`config.mk`:
```
export PLATFORM = sky130hd
export DESIGN_NAME = enc83_seq
export DESIGN_NICKNAME = d
export VERILOG_FILES = /design/src/rtl/enc83_seq.sv
export SDC_FILE = /design/constraint.sdc
export NUM_CORES = 1
export LEC_CHECK = 0
export CELL_PAD_IN_SITES_DETAIL_PLACEMENT = 1
export CELL_PAD_IN_SITES_GLOBAL_PLACEMENT = 2
export CORE_UTILIZATION = 38
export DETAILED_ROUTE_END_ITERATION = 10
export DONT_BUFFER_PORTS = 1
export PLACE_DENSITY_LB_ADDON = 0.1
export SLEW_MARGIN = 0
export SYNTH_ARGS = -nofsm -noshare
export SYNTH_HDL_FRONTEND = slang
export SYNTH_SLANG_ARGS = --single-unit
```
`constraint.sdc`:
```
create_clock -name clk -period 2.22 [get_ports clk]
set_input_delay 0.444 -clock clk [delete_from_list [all_inputs] [get_ports clk]]
set_output_delay 0.444 -clock clk [all_outputs]
set_load 0.05 [all_outputs]
```
`src/rtl/enc83_seq.sv`:
```
// Sequential priority encoder: captures a request vector and emits the index of
// every set bit, highest first, one index per accepted ready/valid handshake.
//
//   state | meaning
//   ------+-----------------------------------------------------------
//   IDLE  | nothing pending; a load with d!=0 starts a scan
//   SCAN  | q holds the highest pending index, v=busy=1, left counts down
module enc83_seq #(
  parameter int N = 8,
  parameter int W = 3
) (
  input  logic         clk,
  input  logic         rst_n,
  input  logic [N-1:0] d,
  input  logic         load,
  output logic [W-1:0] q,
  output logic         v,
  input  logic         rdy,
  output logic [W:0]   left,
  output logic         busy,
  output logic         nil
);

  typedef enum logic {IDLE, SCAN} state_t;

  state_t       state;
  logic [N-1:0] pend;
  logic [N-1:0] q_mask;
  logic [N-1:0] pend_rem;

  generate
    if (N != (1 << W) || N < 2 || N > 16) begin : g_bad_params
      $error("enc83_seq: N must be a power of two in 2..16 and equal 2**W");
    end
  endgenerate

  // Index of the most significant set bit; never called with x == 0.
  function automatic logic [W-1:0] enc(input logic [N-1:0] x);
    logic [W-1:0] idx;
    idx = '0;
    for (int i = 0; i < N; i++) begin
      if (x[i]) idx = W'(i);
    end
    return idx;
  endfunction

  function automatic logic [W:0] popcnt(input logic [N-1:0] x);
    logic [W:0] c;
    c = '0;
    for (int i = 0; i < N; i++) begin
      c = c + (W+1)'(x[i]);
    end
    return c;
  endfunction

  always_comb begin
    q_mask    = '0;
    q_mask[q] = 1'b1;
    pend_rem  = pend & ~q_mask;
  end

  assign busy = (state == SCAN);
  assign v    = busy;

  always_ff @(posedge clk or negedge rst_n) begin
    if (!rst_n) begin
      state <= IDLE;
      pend  <= '0;
      q     <= '0;
      left  <= '0;
      nil   <= 1'b0;
    end else begin
      nil <= 1'b0;
      case (state)
        IDLE: begin
          if (load) begin
            if (d != '0) begin
              pend  <= d;
              q     <= enc(d);
              left  <= popcnt(d);
              state <= SCAN;
            end else begin
              nil <= 1'b1;
            end
          end
        end
        SCAN: begin
          // load is deliberately ignored here, including on the final accept
          if (rdy) begin
            if (pend_rem != '0) begin
              pend <= pend_rem;
              q    <= enc(pend_rem);
              left <= left - (W+1)'(1);
            end else begin
              pend  <= '0;
              q     <= '0;
              left  <= '0;
              state <= IDLE;
            end
          end
        end
        default: state <= IDLE;
      endcase
    end
  end

endmodule

```
==> metrics.txt, run 1 <==
status complete, but fails checks; failing checks setup timing; Max Fclk 354 MHz; worst slew pin tran 0.860 ns; NetSw 0.00116 W; Skew-Pair Late Insertion Delay 0.29 ns; RSZ-0062 raised after global routing yes; Critical Path AT 3.01 ns; first-pass iteration count of the detailed router 4; flop2flop setup slack 0.17 ns; Worst VDD drop 0.712 mV; Wirelength per Cell 18.5 um; Design Power 0.00226 W; DIE WIDTH 60.5 um; diode count 0; first-pass GRT wire length 5950 um; switching power share of the total 51.3%; sequential area share after synthesis 32.7%; RR Endpoint left[2]; Final WS setup -0.603 ns; Crit Path Max Fanout 3; post-synth cell types 43; Setup-failing EPs final 4; Slew headroom 42.5%; All-Layer GR Usage 22.5%; CTS Buf Count 3; Synth Flop Type dfrtp_1; Mean Syn Cell Area 8.98 um^2; Reg2Reg Launch Point q[0]; Die Y 60.5 um; max_cap viols 0; Post-Syn Instances 145; CTS sink count 17; clock slew at reported path FFs 0.10 ns; core area 3150 um^2; number of flops mapped to enable cells by yosys 0; top post-synthesis cells by area dfrtp_1 (33%), fa_1 (6.1%), o21ai_0 (5.0%); DP Wirelength 2800 um; # port buffers 0; hold wc startpoint rdy; R2R depth 7; Ys Warns 0; Net count, final 178; FF+latch count, synth 17; gp weighted congestion 0.729; Synth Net Count 166; H-Tree Depth 1; Sequential Power Share 34.3%; CP endpoint kind register; grt total ovfl 0; Synth area leader dfrtp_1; initial antenna violation count 0; PwrDens 1500 nW/um^2; largest net degree at the start of global routing 19; CP required 2.41 ns; fraction of layout cells with a size suffix above 1 23.1%; Pint 0.00110 W; hold path depth 1; Final Slew Violations 0; Clk network pwr share 7.5%; crit path time final 2.82 ns; CP Launch Type primary input; io pins 22; Avg Vias per Cell 5.73; CTS tree built; leakage 0.656 nW; vias in the first global route 1240; final hold vios 0; HP Class primary input to register; period utilisation layout 127%; root buffer cell clkbuf_4; DRT antenna net count 0; DRC violations left 0; Area Growth Syn to Fin 15.3%; DIE AREA 3670 um^2; combinational fraction of design power 58.2%; synthesized cell area 1300 um^2; num rows 20; clk buf depth 2; Crit Path Class primary input to register; Via Count 1146; Fin Clk Skew 0.00466 ns; Yosys top cell area share 32.7%; Final Routed Wirelength 3690 um; initial drt markers 57; Initial Util 41.3%; Async SR Flop Fraction 100%; Place WS -0.982 ns; end of the worst hold path busy
## worst max path at each step
stage               from  endpoint  slack [ns]  cells past startpoint
finish              d[0]   left[2]       -0.60                     11
detailed placement  d[0]   left[2]       -0.98                     11
global placement    d[0]   left[2]       -0.88                     11
CTS                 d[0]   left[2]       -0.58                     11
global route        d[0]   left[2]       -0.68                     11
floorplan           d[0]   left[2]       -0.81                     11
## what timing repair did
| action | 4_1_cts | 5_1_grt |
|---|---|---|
| setup endpoints to repair | 4 | 4 |
| pin swaps | 4 | 5 |
| hold buffers | 1 | 0 |
| hold endpoints to repair | 17 | 0 |
| setup buffers | 1 | 1 |
| resized for setup | 7 | 5 |
## layout by cell type (no fill, tap or decap), drive strengths merged, types with 5 or more instances in the layout
cell type / count
dfrtp: 17
nand2: 15
inv: 15
buf: 14
o21ai: 13
a21oi: 8
nor2b: 5
nor2: 5
nand3: 5
mux2: 5
ha: 5
## per-stage QoR
stage / cells / TNS (ns) / hold slack (ns) / util, % / instance area [um^2]
final: 200 / -1.75 / 0.240 / 47.6 / 1500
after global routing: 200 / -2.13 / 0.242 / 47.6 / 1500
after CTS: 199 / -1.63 / 0.237 / 46.5 / 1470
after detailed placement: 193 / -2.94 / 0.149 / 44.5 / 1400
after global placement: 193 / -2.71 / 0.149 / 44.5 / 1400
after floorplan: 145 / -2.34 / 0.148 / - / 1310
## state kept, by name, summed over array words and instances, names as in the netlist
name and cells:
nil 1, left 4, pend 8, busy 1, q 3
## power groups by stage
stage,Clock [W],Combinational (W),Sequential (W)
floorplan,0,0.000895,0.000800
global placement,0,0.00119,0.000767
detailed placement,0,0.00123,0.000780
CTS,0.000179,0.00127,0.000772
global route,0.000191,0.00145,0.000798
finish,0.000170,0.00131,0.000774
## critical path, cell delays in order
cell and delay, ns:
fa_1 0.54, inv_2 0.05, fa_1 0.49, fa_1 0.43, inv_2 0.08, ha_4 0.14, inv_2 0.04, fa_2 0.32
xor2_1 0.16, o32ai_1 0.09, a22o_1 0.22
## layout make-up
class | instances | area [um^2]
multi-input cells | 105 | 820
well taps | 44 | 55.1
flip-flops and latches | 17 | 425
fillers | 379 | 1650
inverters | 15 | 56.3
repair buffers | 15 | 119
clock buffers | 4 | 26.3
## per-layer routing
metal / share of wire, % / global-route usage, % / routed length (um) / vias up
met5: 0 / 0 / 0 / -
met4: 1.2 / 6.49 / 46 / 0
met3: 4.0 / 3.41 / 149 / 4
met2: 47 / 36.6 / 1720 / 24
met1: 48 / 31.0 / 1780 / 577
li1: - / - / - / 541
## synthesized netlist by cell type (2+ instances only)
master    count
a21o_1        2
a21oi_1       7
a22o_1        4
a31oi_1       2
buf_2         4
clkbuf_1      2
dfrtp_1      17
fa_1          4
ha_1          5
inv_1        15
mux2_2        4
nand2_1      15
nand2b_1      4
nand3_1       5
nand3b_1      2
nor2_1        5
nor2b_1       5
nor3_1        3
o21ai_0      13
o311ai_0      2
o31ai_1       3
## logic make-up (layout without fill, tap and decap cells)
group / count (synthesis) / after routing / synth area share [%]
mux: 6 / 6 / 5.38
buf+inv: 23 / 34 / 7.88
fa+ha+maj: 9 / 9 / 11.0
flops: 17 / 17 / 32.7
xor+xnor: 1 / 1 / 0.673
simple gates: 44 / 44 / 18.7
compound gates: 45 / 45 / 23.7
Power figures use the tool's default switching activity.
==> run 2, diff against run 1 <==
Settings changed: CAP_MARGIN set to 25.
==> results of run 2 <==
The final DEF is identical to that of run 1; final timing and power are the same.
